===== src/rtl/hilo_pkg.sv =====
// Shared definitions for the HI/LO multiply/accumulate unit: op codes,
// FSM states and the default iteration count of the shift-add multiplier.
package hilo_pkg;

  typedef enum logic [2:0] {
    OP_MULT  = 3'd0,
    OP_MULTU = 3'd1,
    OP_MADD  = 3'd2,
    OP_MSUB  = 3'd3,
    OP_MTHI  = 3'd4,
    OP_MTLO  = 3'd5
  } op_e;

  typedef enum logic [1:0] {
    S_IDLE,
    S_MUL,
    S_FIX,
    S_ACC
  } state_e;

  localparam int MUL_ITERS = 32;

  function automatic logic is_signed_op(input logic [2:0] op);
    return (op == OP_MULT) || (op == OP_MADD) || (op == OP_MSUB);
  endfunction

endpackage


===== src/rtl/hilo_seq_multiplier.sv =====
// Iterative unsigned shift-add multiplier: one multiplier bit per step,
// product accumulated in the upper half and shifted right each step.
module hilo_seq_multiplier #(
  parameter int WIDTH = 32
) (
  input  logic                 clk,
  input  logic                 rst_n,
  input  logic                 load,
  input  logic                 step,
  input  logic [WIDTH-1:0]     mcand_in,
  input  logic [WIDTH-1:0]     mplier_in,
  output logic                 last,
  output logic [2*WIDTH-1:0]   product
);

  localparam int CNT_W = $clog2(WIDTH);
  localparam logic [CNT_W-1:0] LAST_CNT = CNT_W'(WIDTH - 1);

  logic [WIDTH-1:0]   mcand_q, mcand_d;
  logic [WIDTH-1:0]   mplier_q, mplier_d;
  logic [2*WIDTH-1:0] prod_q, prod_d;
  logic [CNT_W-1:0]   cnt_q, cnt_d;
  logic [WIDTH:0]     sum;

  assign last    = (cnt_q == LAST_CNT);
  assign product = prod_q;

  always_comb begin
    mcand_d  = mcand_q;
    mplier_d = mplier_q;
    prod_d   = prod_q;
    cnt_d    = cnt_q;
    sum      = {1'b0, prod_q[2*WIDTH-1:WIDTH]};
    if (load) begin
      mcand_d  = mcand_in;
      mplier_d = mplier_in;
      prod_d   = '0;
      cnt_d    = '0;
    end else if (step) begin
      if (mplier_q[0]) begin
        sum = {1'b0, prod_q[2*WIDTH-1:WIDTH]} + {1'b0, mcand_q};
      end
      // carry-out of the add becomes the new product MSB
      prod_d   = {sum, prod_q[WIDTH-1:1]};
      mplier_d = {1'b0, mplier_q[WIDTH-1:1]};
      if (!last) begin
        cnt_d = cnt_q + 1'b1;
      end
    end
  end

  always_ff @(posedge clk or negedge rst_n) begin
    if (!rst_n) begin
      cnt_q <= '0;
    end else begin
      cnt_q <= cnt_d;
    end
  end

  always_ff @(posedge clk) begin
    mcand_q  <= mcand_d;
    mplier_q <= mplier_d;
    prod_q   <= prod_d;
  end

endmodule


===== src/rtl/hilo_mult_unit.sv =====
// HI/LO owner: MULT/MULTU/MADD/MSUB via the sequential multiplier with a
// sign-fix pass, plus direct MTHI/MTLO writes. Raises Stall while busy.
module hilo_mult_unit
  import hilo_pkg::*;
#(
  parameter int WIDTH = MUL_ITERS
) (
  input  logic             Clk,
  input  logic             Reset_n,
  input  logic             Start,
  input  logic [2:0]       Op,
  input  logic [WIDTH-1:0] A,
  input  logic [WIDTH-1:0] B,
  input  logic             HiLoRead,
  output logic [WIDTH-1:0] HI,
  output logic [WIDTH-1:0] LO,
  output logic             Busy,
  output logic             Done,
  output logic             Stall
);

  state_e             state_q, state_d;
  logic [2:0]         op_q, op_d;
  logic               neg_q, neg_d;
  logic [2*WIDTH-1:0] fix_q, fix_d;
  logic [WIDTH-1:0]   hi_q, hi_d;
  logic [WIDTH-1:0]   lo_q, lo_d;
  logic               done_q, done_d;

  logic               mult_load;
  logic               mult_step;
  logic               mult_last;
  logic [2*WIDTH-1:0] mult_prod;
  logic [WIDTH-1:0]   mcand_in;
  logic [WIDTH-1:0]   mplier_in;
  logic [2*WIDTH-1:0] acc;

  function automatic logic [WIDTH-1:0] mag(input logic [WIDTH-1:0] v);
    // -(-2^(W-1)) wraps to 2^(W-1), which is the correct unsigned magnitude
    return v[WIDTH-1] ? (-v) : v;
  endfunction

  assign mcand_in  = is_signed_op(Op) ? mag(A) : A;
  assign mplier_in = is_signed_op(Op) ? mag(B) : B;

  hilo_seq_multiplier #(.WIDTH(WIDTH)) u_mult (
    .clk       (Clk),
    .rst_n     (Reset_n),
    .load      (mult_load),
    .step      (mult_step),
    .mcand_in  (mcand_in),
    .mplier_in (mplier_in),
    .last      (mult_last),
    .product   (mult_prod)
  );

  assign HI    = hi_q;
  assign LO    = lo_q;
  assign Done  = done_q;
  assign Busy  = (state_q != S_IDLE);
  assign Stall = Busy & (Start | HiLoRead);

  always_comb begin
    state_d   = state_q;
    op_d      = op_q;
    neg_d     = neg_q;
    fix_d     = fix_q;
    hi_d      = hi_q;
    lo_d      = lo_q;
    done_d    = 1'b0;
    mult_load = 1'b0;
    mult_step = 1'b0;
    acc       = {hi_q, lo_q};
    case (state_q)
      S_IDLE: begin
        if (Start) begin
          case (Op)
            OP_MTHI: begin
              hi_d   = A;
              done_d = 1'b1;
            end
            OP_MTLO: begin
              lo_d   = A;
              done_d = 1'b1;
            end
            OP_MULT, OP_MULTU, OP_MADD, OP_MSUB: begin
              op_d      = Op;
              neg_d     = is_signed_op(Op) && (A[WIDTH-1] ^ B[WIDTH-1]);
              mult_load = 1'b1;
              state_d   = S_MUL;
            end
            default: ;
          endcase
        end
      end
      S_MUL: begin
        mult_step = 1'b1;
        if (mult_last) begin
          state_d = S_FIX;
        end
      end
      S_FIX: begin
        fix_d   = neg_q ? (-mult_prod) : mult_prod;
        state_d = S_ACC;
      end
      S_ACC: begin
        case (op_q)
          OP_MADD: acc = {hi_q, lo_q} + fix_q;
          OP_MSUB: acc = {hi_q, lo_q} - fix_q;
          default: acc = fix_q;
        endcase
        hi_d    = acc[2*WIDTH-1:WIDTH];
        lo_d    = acc[WIDTH-1:0];
        done_d  = 1'b1;
        state_d = S_IDLE;
      end
      default: state_d = S_IDLE;
    endcase
  end

  always_ff @(posedge Clk or negedge Reset_n) begin
    if (!Reset_n) begin
      state_q <= S_IDLE;
      hi_q    <= '0;
      lo_q    <= '0;
      done_q  <= 1'b0;
    end else begin
      state_q <= state_d;
      hi_q    <= hi_d;
      lo_q    <= lo_d;
      done_q  <= done_d;
    end
  end

  // operation context is only meaningful while busy, so it needs no reset
  always_ff @(posedge Clk) begin
    op_q  <= op_d;
    neg_q <= neg_d;
    fix_q <= fix_d;
  end

endmodule


===== config.mk =====
export PLATFORM = sky130hd
export DESIGN_NAME = hilo_mult_unit
export DESIGN_NICKNAME = d
export VERILOG_FILES = /design/src/rtl/hilo_pkg.sv /design/src/rtl/hilo_seq_multiplier.sv /design/src/rtl/hilo_mult_unit.sv
export SDC_FILE = /design/constraint.sdc
export NUM_CORES = 1
export LEC_CHECK = 0
export CELL_PAD_IN_SITES_DETAIL_PLACEMENT = 0
export CELL_PAD_IN_SITES_GLOBAL_PLACEMENT = 1
export CORE_ASPECT_RATIO = 0.75
export CORE_MARGIN = 4
export CORE_UTILIZATION = 48
export CTS_BUF_LIST = sky130_fd_sc_hd__clkbuf_8
export DETAILED_ROUTE_END_ITERATION = 8
export HOLD_SLACK_MARGIN = 0.1
export PLACE_DENSITY_LB_ADDON = 0.1
export SETUP_SLACK_MARGIN = 0.4
export SYNTH_ARGS = -nofsm -noshare
export SYNTH_HDL_FRONTEND = slang
export SYNTH_HIERARCHICAL = 1
export SYNTH_SLANG_ARGS = --single-unit

===== constraint.sdc =====
create_clock -name Clk -period 5.65 [get_ports Clk]
set_input_delay 0.565 -clock Clk [delete_from_list [all_inputs] [get_ports Clk]]
set_output_delay 0.565 -clock Clk [all_outputs]
set_load 0.02 [all_outputs]

==> impl_metrics.xml, run 1 <==
<?xml version="1.0" encoding="UTF-8"?>
<metrics>
  <group name="timing">
    <metric name="worst_slack" unit="ns">0.6171</metric>
    <metric name="slew_viol_final" unit="">0</metric>
    <metric name="setup_violations" unit="">0</metric>
    <metric name="max_clock_freq" unit="GHz">0.1987</metric>
    <metric name="final_period_utilization" unit="">0.8908</metric>
    <metric name="final.setup_skew" unit="ns">0.03472</metric>
    <metric name="tightestPinTransition" unit="ns">0.9618</metric>
    <metric name="rsz_0062_raised_after_global_routing" unit="">true</metric>
    <metric name="hold_viol_final" unit="">0</metric>
    <metric name="minimum_clock_period_after_layout" unit="ns">5.033</metric>
    <metric name="slew_headroom" unit="">0.3588</metric>
  </group>
  <group name="floorplanning">
    <metric name="die_h" unit="um">185.4</metric>
    <metric name="start_util" unit="">0.4896</metric>
    <metric name="floorplan.die_area" unit="um2">45360</metric>
    <metric name="num_rows" unit="">64</metric>
    <metric name="fp.coreArea" unit="um2">41160</metric>
    <metric name="ios" unit="">138</metric>
    <metric name="chipWidth" unit="um">244.6</metric>
  </group>
  <group name="synth">
    <metric name="post_synth.cell_area_avg" unit="um2">8.758</metric>
    <metric name="synth_flop_cell" unit="">sky130_fd_sc_hd__edfxtp_1</metric>
    <metric name="synth_cell_types" unit="">88</metric>
    <metric name="area_share_of_the_largest_cell_type_after_synthesis" unit="">0.1967</metric>
    <metric name="ys_top_cells_by_area" unit="">sky130_fd_sc_hd__edfxtp_1, sky130_fd_sc_hd__dfrtp_1, sky130_fd_sc_hd__xnor2_1, sky130_fd_sc_hd__ha_1, sky130_fd_sc_hd__dfxtp_1</metric>
    <metric name="ys_seq_area_frac" unit="">0.3497</metric>
    <metric name="synth.largest_area_cell" unit="">sky130_fd_sc_hd__edfxtp_1</metric>
    <metric name="synth-seq-cells" unit="">268</metric>
    <metric name="syn-cell-area" unit="um2">20150</metric>
    <metric name="synth_edf_count" unit="">132</metric>
    <metric name="synth_fp_nets" unit="">2479</metric>
    <metric name="syn-instance-count" unit="">2301</metric>
    <metric name="ys.warnings.count" unit="">6</metric>
    <metric name="async_flop_share" unit="">0.2687</metric>
  </group>
  <group name="pwr">
    <metric name="worst_ir_drop_vdd" unit="mV">0.3187</metric>
    <metric name="power.density_cell_area" unit="nW/um2">759.0</metric>
    <metric name="static-leakage-power" unit="uW">0.008959</metric>
  </group>
  <group name="clock_tree">
    <metric name="max-clock-path-buffers" unit="">3</metric>
    <metric name="worst_setup_hold_path_clk_slew" unit="ns">0.06</metric>
    <metric name="numCtsBuffers" unit="">47</metric>
    <metric name="clk_sink_count" unit="">268</metric>
    <metric name="cts_tree" unit="">built</metric>
    <metric name="clock_tree.htree_level_count" unit="">2</metric>
    <metric name="clock-root-buffer" unit="">sky130_fd_sc_hd__clkbuf_8</metric>
    <metric name="clock_insertion_delay_worst_skew" unit="ns">0.60</metric>
  </group>
  <group name="detailed_routing">
    <metric name="routed_length_per_instance" unit="um">23.20</metric>
    <metric name="detail-route-antenna-nets" unit="">0</metric>
    <metric name="route.detailed.drc" unit="">0</metric>
    <metric name="wl" unit="mm">69.70</metric>
    <metric name="drt-vias-per-instance" unit="">6.217</metric>
    <metric name="drtIter0Drc" unit="">2142</metric>
    <metric name="vias_after_detailed_routing" unit="">18677</metric>
    <metric name="drt_first_pass_iters" unit="">5</metric>
  </group>
  <group name="cells_and_area">
    <metric name="number_of_nets_in_the_layout" unit="">2582</metric>
    <metric name="fillers" unit="">3782</metric>
    <metric name="final_layout_size_suffix_gt1_frac" unit="">0.09415</metric>
    <metric name="finish.instance_area" unit="um2">23380</metric>
    <metric name="flow.area_growth_from_synthesis" unit="%">16.01</metric>
    <metric name="instances_no_fill" unit="">3004</metric>
    <metric name="diodes" unit="">0</metric>
  </group>
  <group name="setup_path">
    <metric name="critPathBufInv" unit="">1</metric>
    <metric name="crit_path_start_kind" unit="">flip-flop</metric>
    <metric name="worst_ep_arrival_time" unit="ns">5.52</metric>
    <metric name="crit_required" unit="ns">6.14</metric>
    <metric name="critPathMaxStageDelay" unit="ns">0.60</metric>
    <metric name="worst-setup-path-type" unit="">flip-flop to flip-flop</metric>
    <metric name="critical_path_peak_fanout" unit="">8</metric>
    <metric name="critical_path.cell_chain" unit="">or4_1 &gt; or3_4 &gt; nor2_1 &gt; nand2_1 &gt; o41ai_2 &gt; xor2_1 &gt; ha_1 &gt; buf_4 &gt; a21oi_1 &gt; o21bai_1 &gt; a221o_1 &gt; a31o_2 &gt; a31oi_2 &gt; nor2_1 &gt; a21oi_1 &gt; xnor2_1 &gt; mux2i_1 &gt; a221oi_1</metric>
    <metric name="cell_family_with_the_largest_share_of_critical_path_delay" unit="">compound AO/OA/AOI/OAI gates</metric>
    <metric name="crit_path_end_kind" unit="">flip-flop</metric>
    <metric name="cpMaxStageDelayCell" unit="">sky130_fd_sc_hd__or4_1</metric>
  </group>
  <group name="global_route">
    <metric name="grt.total_usage" unit="">0.2978</metric>
    <metric name="met2_usage" unit="">0.4025</metric>
    <metric name="grt_most_used_layer" unit="">met1</metric>
    <metric name="first_global_vias" unit="">17154</metric>
    <metric name="met1_usage" unit="">0.4806</metric>
    <metric name="antenna_found_initial" unit="">0</metric>
    <metric name="overflow" unit="">0</metric>
    <metric name="global_routing_met3_resource_utilization" unit="">0.06064</metric>
    <metric name="grt_pass1_wl" unit="mm">104.9</metric>
    <metric name="pin_count_of_the_biggest_net_entering_global_routing" unit="">127</metric>
  </group>
  <group name="place">
    <metric name="post-place-cells" unit="">2910</metric>
    <metric name="hpwl" unit="mm">52.91</metric>
    <metric name="count_of_input_and_output_buffers" unit="">137</metric>
    <metric name="globalplace.congestion" unit="">0.9253</metric>
    <metric name="placed_area" unit="um2">22080</metric>
    <metric name="post-place-ws" unit="ns">-0.2358</metric>
  </group>
  <group name="min_path">
    <metric name="hp-class" unit="">input port to async pin</metric>
  </group>
  <group name="run_status">
    <metric name="outcome" unit="">complete, no violations</metric>
  </group>
  <group name="run">
    <metric name="cap_viol_max_count" unit="">0</metric>
  </group>
</metrics>
-- path summary, 6_finish.rpt --
| path | start | to | slack (ns) | cells after the start |
|---|---|---|---|---|
| setup / recovery | fix_q[8] | HI[14] | 0.62 | 18 |
| hold / removal | Reset_n | LO[4] | 0.50 | 2 |
| setup reg to reg | fix_q[8] | HI[14] | 0.62 | 18 |
| hold reg to reg | u_mult/product[0] | fix_q[0] | 0.52 | 0 |
| max in group asynchronous | Reset_n | HI[0] | 4.02 | 3 |
| min in group Clk | u_mult/product[0] | fix_q[0] | 0.52 | 0 |
-- where the power goes --
| part | internal (uW) | total [uW] | switching (uW) |
|---|---|---|---|
| logic | 4560 | 11500 | 6940 |
| registers | 3220 | 4380 | 1160 |
| clock network | 981 | 1860 | 880 |
| total | 8760 | 17700 | 8980 |
-- worst register-to-register path, delay by kind of cell, from the launching register on --
kind / cells / cell delay [ns]
AO/OA/AOI/OAI: 8 / 2.01
AND/OR/NAND/NOR: 5 / 1.45
XOR/XNOR: 2 / 0.48
flip-flops: 1 / 0.43
adder cells (fa/ha/maj): 1 / 0.29
buffers and inverters: 1 / 0.18
multiplexers: 1 / 0.12
-- through the flow --
| stage | utilization | TNS (ns) | hold WS [ns] | total power, uW |
|---|---|---|---|---|
| final | 0.5680 | 0 | 0.4985 | 17740 |
| after floorplan | - | 0 | 0.2694 | 11750 |
| after detailed placement | 0.5364 | -0.6581 | 0.4964 | 15310 |
| after global routing | 0.5680 | 0 | 0.5212 | 18930 |
| after CTS | 0.5615 | 0 | 0.4506 | 17290 |
| after global placement | 0.5364 | -1.232 | 0.4863 | 15310 |
-- flip-flops by register name, summed over array words and instances (netlist names) --
signal and count:
fix_q 64, u_mult/product 64, HI 32, LO 32
u_mult/mcand_q 32, u_mult/mplier_q 32, u_mult/cnt_q 5, op_q 3
state_q 2, Done 1, neg_q 1
-- cell usage after synthesis (44+ instances only) --
cell                       number
sky130_fd_sc_hd__a21o_1        52
sky130_fd_sc_hd__a21oi_1      193
sky130_fd_sc_hd__clkbuf_1     110
sky130_fd_sc_hd__dfrtp_1       72
sky130_fd_sc_hd__dfxtp_1       64
sky130_fd_sc_hd__edfxtp_1     132
sky130_fd_sc_hd__ha_1         105
sky130_fd_sc_hd__inv_1         52
sky130_fd_sc_hd__mux2i_1       49
sky130_fd_sc_hd__nand2_1      204
sky130_fd_sc_hd__nor2_1       231
sky130_fd_sc_hd__nor3_1        50
sky130_fd_sc_hd__o21ai_0      152
sky130_fd_sc_hd__o31ai_1       44
sky130_fd_sc_hd__xnor2_1      160
sky130_fd_sc_hd__xor2_1       101
-- kinds of logic (layout without fill, tap and decap cells) --
kind of cell | after synthesis | in the layout | synth area share
and+or+nand+nor | 717 | 717 | 0.1707
muxes | 81 | 81 | 0.04222
buffers and inverters | 176 | 318 | 0.03328
AOI/OAI and AO/OA | 691 | 691 | 0.2235
xor gates and xnor gates | 261 | 261 | 0.1134
DFF | 268 | 268 | 0.3497
adders and majority gates | 107 | 107 | 0.06718
-- area by class of cell --
| type | instances | area [um2] | area share |
|---|---|---|---|
| Tap cell | 561 | 701.9 | 0.03003 |
| Multi-Input combinational cell | 1857 | 12780 | 0.5469 |
| Timing Repair Buffer | 178 | 1692 | 0.07236 |
| Inverter | 52 | 195.2 | 0.008349 |
| Clock buffer | 51 | 701.9 | 0.03003 |
| Sequential cell | 268 | 7047 | 0.3014 |
| Clock inverter | 37 | 255.2 | 0.01092 |
-- cell usage in the layout, fill, tap and decap left out, drive strengths merged, types with 51 or more instances in the layout --
master | Yosys | routed
a21o | 53 | 53
a21oi | 193 | 193
clkbuf | 110 | 51
clkdlybuf4s50 | 0 | 136
dfrtp | 72 | 72
dfxtp | 64 | 64
edfxtp | 132 | 132
ha | 105 | 105
inv | 52 | 68
nand2 | 204 | 204
nor2 | 231 | 231
o21ai | 155 | 155
xnor2 | 160 | 160
xor2 | 101 | 101
-- per-layer routing --
metal,routed length (um),up-vias,part of all wire
li1,-,8738,-
met1,34700,8968,0.50
met2,26950,871,0.39
met3,6507,100,0.093
met4,1550,0,0.022
met5,0,-,0
-- what timing repair did --
| action | in CTS | in global routing |
|---|---|---|
| setup endpoints to repair | 11 | 29 |
| pin swaps | 3 | 3 |
| gates resized for setup | 11 | 52 |
| endpoints found under the hold margin | 27 | 0 |
| setup buffers | 3 | 2 |
| hold buffers | 1 | 0 |
Note: power is estimated with default switching activity, not from simulation.
==> inputs of run 2 (changes only) <==
- TNS_END_PERCENT: unset -> 30
==> results of run 2 <==
No change in the layout: final DEF, timing and power equal those of run 1.
==> inputs of run 3 (changes only) <==
- ABC_CLOCK_PERIOD_IN_PS: unset -> 5650
==> results of run 3 <==
No change in the layout: final DEF, timing and power equal those of run 1.
